[src/rtl/rf_port_ctrl.sv]
// Client-side controller for the 32x32 2R1W flop register file: clears the file after reset,
// then shares the write port and read port B between the core and a debug/loader port.
module rf_port_ctrl #(
  parameter bit BYPASS     = 1'b1,
  parameter int STARVE_MAX = 8
) (
  input  logic        CLK,
  input  logic        RESET_N,
  output logic        init_done,
  output logic        core_stall,
  input  logic [4:0]  core_ra,
  input  logic [4:0]  core_rb,
  input  logic        core_rb_en,
  output logic [31:0] core_da,
  output logic [31:0] core_db,
  input  logic        core_we,
  input  logic [4:0]  core_rw,
  input  logic [31:0] core_dw,
  input  logic        dbg_req,
  input  logic        dbg_we,
  input  logic [4:0]  dbg_addr,
  input  logic [31:0] dbg_wdata,
  output logic        dbg_ack,
  output logic [31:0] dbg_rdata,
  output logic [4:0]  rf_ra,
  output logic [4:0]  rf_rb,
  output logic [4:0]  rf_rw,
  output logic        rf_we,
  output logic [31:0] rf_dw,
  input  logic [31:0] rf_da,
  input  logic [31:0] rf_db
);

  typedef enum logic [1:0] {INIT, RUN, ACK} state_t;

  localparam int SW = $clog2(STARVE_MAX + 1);

  state_t        state;
  logic [4:0]    init_cnt;
  logic [SW-1:0] starve_cnt;
  logic          core_wr;
  logic          dbg_accept;

  // A stalled core gives up both shared ports, so a forced debug access sees its own address.
  always_comb begin
    core_wr    = (state != INIT) && core_we && !core_stall;
    dbg_accept = (state == RUN) && dbg_req &&
                 (dbg_we ? (!core_we || core_stall) : (!core_rb_en || core_stall));
    rf_ra = core_ra;
    rf_rb = (core_rb_en && !core_stall) ? core_rb : dbg_addr;
    rf_we = 1'b0;
    rf_rw = core_rw;
    rf_dw = core_dw;
    if (state == INIT) begin
      rf_we = RESET_N;
      rf_rw = init_cnt;
      rf_dw = '0;
    end else if (core_wr) begin
      rf_we = 1'b1;
    end else if (dbg_accept && dbg_we) begin
      rf_we = 1'b1;
      rf_rw = dbg_addr;
      rf_dw = dbg_wdata;
    end
  end

  generate
    if (BYPASS) begin : g_bypass
      assign core_da = (rf_we && rf_rw == rf_ra) ? rf_dw : rf_da;
      assign core_db = (rf_we && rf_rw == rf_rb) ? rf_dw : rf_db;
    end else begin : g_direct
      assign core_da = rf_da;
      assign core_db = rf_db;
    end
  endgenerate

  // Stall is registered: it is raised for the cycle after the starve count hits its limit.
  always_ff @(posedge CLK or negedge RESET_N) begin
    if (!RESET_N) begin
      state      <= INIT;
      init_cnt   <= '0;
      init_done  <= 1'b0;
      core_stall <= 1'b1;
      dbg_ack    <= 1'b0;
      dbg_rdata  <= '0;
      starve_cnt <= '0;
    end else begin
      case (state)
        INIT: begin
          init_cnt <= init_cnt + 5'd1;
          if (init_cnt == 5'd31) begin
            state      <= RUN;
            init_done  <= 1'b1;
            core_stall <= 1'b0;
          end
        end
        RUN: begin
          if (dbg_accept) begin
            state      <= ACK;
            dbg_ack    <= 1'b1;
            starve_cnt <= '0;
            core_stall <= 1'b0;
            if (!dbg_we)
              dbg_rdata <= core_db;
          end else if (dbg_req) begin
            starve_cnt <= starve_cnt + 1'b1;
            core_stall <= (starve_cnt + 1'b1 == SW'(STARVE_MAX));
          end else begin
            starve_cnt <= '0;
            core_stall <= 1'b0;
          end
        end
        ACK: begin
          state      <= RUN;
          dbg_ack    <= 1'b0;
          core_stall <= 1'b0;
          if (!dbg_req)
            starve_cnt <= '0;
        end
        default: state <= INIT;
      endcase
    end
  end

endmodule

[config.mk]
export PLATFORM = sky130hd
export DESIGN_NAME = rf_port_ctrl
export DESIGN_NICKNAME = d
export VERILOG_FILES = /design/src/rtl/rf_port_ctrl.sv
export SDC_FILE = /design/constraint.sdc
export NUM_CORES = 1
export LEC_CHECK = 0
export BUFFER_PORTS_ARGS = -buffer_cell sky130_fd_sc_hd__buf_4
export CAP_MARGIN = 10
export CORE_AREA = 5 5 113 115
export DETAILED_ROUTE_END_ITERATION = 8
export DIE_AREA = 0 0 118 120
export MAX_ROUTING_LAYER = met4
export PLACE_DENSITY = 0.78
export SYNTH_ARGS = -nofsm -noshare
export SYNTH_HDL_FRONTEND = slang
export SYNTH_SLANG_ARGS = --single-unit
[constraint.sdc]
create_clock -name CLK -period 3.9 [get_ports CLK]
set_input_delay 0.195 -clock CLK [delete_from_list [all_inputs] [get_ports CLK]]
set_output_delay 0.195 -clock CLK [all_outputs]
set_load 0.02 [all_outputs]
==> impl_results.md <==
* Worst endpoint required time at 3.70 ns
* DRC viols at 0
* Switching Power at 0.002053 W
* # nets final at around 900
* Starting DRT DRC Count at 374
* H-tree Lvls at 2
* Initial antenna violation count at 0
* Top post-synthesis cells by area: dfrtp_1, mux2_2, mux2i_1
* Syn Nets at 617
* Hold path cells at 3
* Worst r2r path cells at 8
* Fraction of layout instances using a drive strength above 1 at 53.90%
* Grt ovf at 0
* Worst Hold Path EP: dbg_rdata[29]$_DFFE_PN0P_
* R2r setup slk at approximately 0.64 ns
* Power Total at roughly 0.0041 W
* Count of final hold-check violations at 0
* Starting Density at 33.21%
* Die ar. at around 14000 sq um
* Status: finished clean
* Net Sw Frac at 49.90%
* CTS clk-pin slew, worst paths at 0.07 ns
* Die Wd at around 120 um
* Synth area leader: dfrtp_1
* Via/cell ratio at 5.265
* Final Max Slew Viols at 0
* Wire length per cell at 19.65 um
* Warnings from Yosys at 0
* Clock Path Buffers at 2
* Routed WL at between 15000 and 20000 um
* First-pass GRT wire length at 25540 um
* Largest net degree at the start of global routing at between 60 and 70
* Worst-path cell chain: nand2b_1 -> nand3_2 -> a221oi_2 -> xnor2_1 -> a2111o_4 -> or4_1 -> nand2_1 -> buf_4
* Sequential area share after synthesis at 29.63%
* Yosys top cell area share at 28.96%
* # rows at 40
* Final period util at 95.41%
* Logic gate share of total power at between 60% and 70%
* Final Instance Area at about 6400 sq um
* Worst-path maximum fanout at 16
* Clk network pwr share at 10.5%
* Leakage Power at 3.310 nW
* Worst clock skew at 0.007448 ns
* Pwr/cell area at 638.7 nW/um^2
* Max_slew headroom at 41.09%
* Period minus WS final at 3.721 ns
* Synthesis-to-finish area growth at 65.64%
* Mapped Cells at 459
* Total number of vias at around 4700
* R2R Path End: dbg_rdata[2]$_DFFE_PN0P_
* Core area at 11710 sq um
* Worst reg2reg path startpoint: state[1]$_DFFE_PN0P_
* Worst vdd ir at 402.6 uV
* Unique masters post-synth at 46
* Critical path capture point type: primary output
* CTS tree: done
* Die Ht at 120 um
* ANT nets after route at 0
* Clock buffer count from CTS at 5
* Max incr delay on CP at 0.65 ns
* Hold path start: rf_db[29]
* Avg Synthesized Cell Area at approximately 8.5 sq um
* Syn Std Cell Area at 3889 sq um
* Clk sinks at 46
* Synth Register Bits at 46
* Placed Area at 6235 sq um
* Seq pwr share at 20.6%
* Number of buffers added on ports at 300
* GRT Resource Usage Total at between 20 and 25%
* Root buf cell: clkbuf_16
* Crit path DAT at 3.53 ns
* GPL Wtd Cong at 0.9050
* Core Util, Final at 55.00%
* Internal power at ~0.0021 W
* Number of max-cap violations at 0
* Drt pass-1 iters at 5
* Final setup viols at 0
* Slowest CP cell: a2111o_4
* Startpoint types: flip-flop
* Hold Crit Class: in -> reg
* Worst setup path class: reg -> out
* Least-Margin Pin Slew at 0.8793 ns
* HPWL after DPL at ~13000 um
* Max Freq at about 0.27 GHz
* TNS Setup at 0 ns
* Antenna Cells at 0
* Vias in the first global route at 4589
* RSZ-0062 raised after global routing: no
* Skew-Pair Late Insertion Delay at 0.28 ns
* # IOs at 301
how the worst max path moves through the flow:
stage               slack (ns)              startpoint           to  depth (start not counted)
floorplan                 0.87    state[1]$_DFFE_PN0P_  core_db[10]                          8
global placement          0.40    state[1]$_DFFE_PN0P_  core_db[11]                          8
detailed placement        0.28    state[1]$_DFFE_PN0P_  core_db[31]                          8
CTS                       0.08    state[1]$_DFFE_PN0P_  core_db[31]                          8
global route              0.03    state[1]$_DFFE_PN0P_  core_db[15]                          9
finish                    0.18  core_stall$_DFFE_PN1P_  core_db[31]                          8
per-stage QoR:
stage	std cells	setup slack [ns]	hold slack (ns)
floorplan	459	0.8675	-0.1006
global placement	878	0.4012	0.2630
detailed placement	878	0.2774	0.2627
CTS	887	0.08114	0.2254
global route	891	0.03161	0.2407
finish	891	0.1792	0.2281
Yosys cell counts (all sizes together):
library cell,n
a311oi,1
nand2b,5
nand2,52
or2,1
a211oi,2
o31ai,1
clkbuf,28
ha,4
dfstp,1
nor2b,3
a32o,2
a21oi,5
o211ai,1
a2111o,1
a31oi,34
nand4,3
or3,1
a221oi,2
xor2,2
and3,1
inv,7
a22o,1
and3b,1
nor3,4
nand3,3
o21ai,39
buf,13
dfrtp,45
a311o,1
nor2,75
xnor2,10
or4,32
mux2,35
a31o,1
and2,2
o311a,1
a21o,2
nand3b,1
mux2i,36
power groups by stage:
stage                     combinational [W]  clock (W)  sequential (W)
final                               0.00283   0.000433        0.000846
after global routing                0.00301   0.000464        0.000879
after CTS                           0.00275   0.000445        0.000844
after detailed placement            0.00275          0        0.000853
after global placement              0.00273          0        0.000842
after floorplan                     0.00137          0         0.00105
layout by cell type, fill, tap and decap left out, types with 4 or more instances in the layout:
cell type  count
nand2b_1       5
xnor2_1        9
nor2_1        74
mux2_2        35
dfrtp_1       45
a21oi_1        5
clkbuf_16      5
a31oi_1       34
o21ai_0       38
nand2_1       52
or4_4         28
or4_1          4
inv_1          7
ha_1           4
mux2i_1       35
buf_4        315
sequential cells by signal, indices dropped and copies added, names as in the netlist:
name / count
init_cnt: 5
state: 2
starve_cnt: 4
init_done: 1
dbg_ack: 1
core_stall: 1
dbg_rdata: 32
layout make-up:
class / count / area [sq um]
fillers: 1124 / 5270
multi-input cells: 367 / 2556
repair buffers: 316 / 2375
flip-flops and latches: 46 / 1152
well taps: 147 / 183.9
clock buffers: 7 / 142.6
inverters: 7 / 26.28
clock inverters: 1 / 5.005
routing by layer:
layer	global-route usage, %	routed length (um)	vias to the layer above
met1	28.20	7343	2223
met5	-	0	-
met4	3.871	189	0
met2	38.47	8845	220
met3	4.854	1134	16
li1	-	-	2232
cells by family after synthesis:
logic type	synth area share, %
xor+xnor	2.703
flops	29.63
mux	19.40
simple gates	25.26
buf+inv	6.113
compound gates	15.60
fa+ha+maj	1.287
critical path: cells and delay by family, from the launching register on:
kind	cells	cell delay [ns]
AOI/OAI and AO/OA	2	1.07
xor gates and xnor gates	1	0.27
buffers and inverters	1	0.14
DFF	1	0.57
and+or+nand+nor	4	1.19
what timing repair did:
action                                 CTS  global route
gates cloned                             0             2
endpoints found under the hold margin   45             0
hold buffers                             1             0
resized for setup                        1             1
setup endpoints to repair                8            32
setup buffers                            0             2
pin swaps                                0             2
Power figures use the tool's default switching activity.
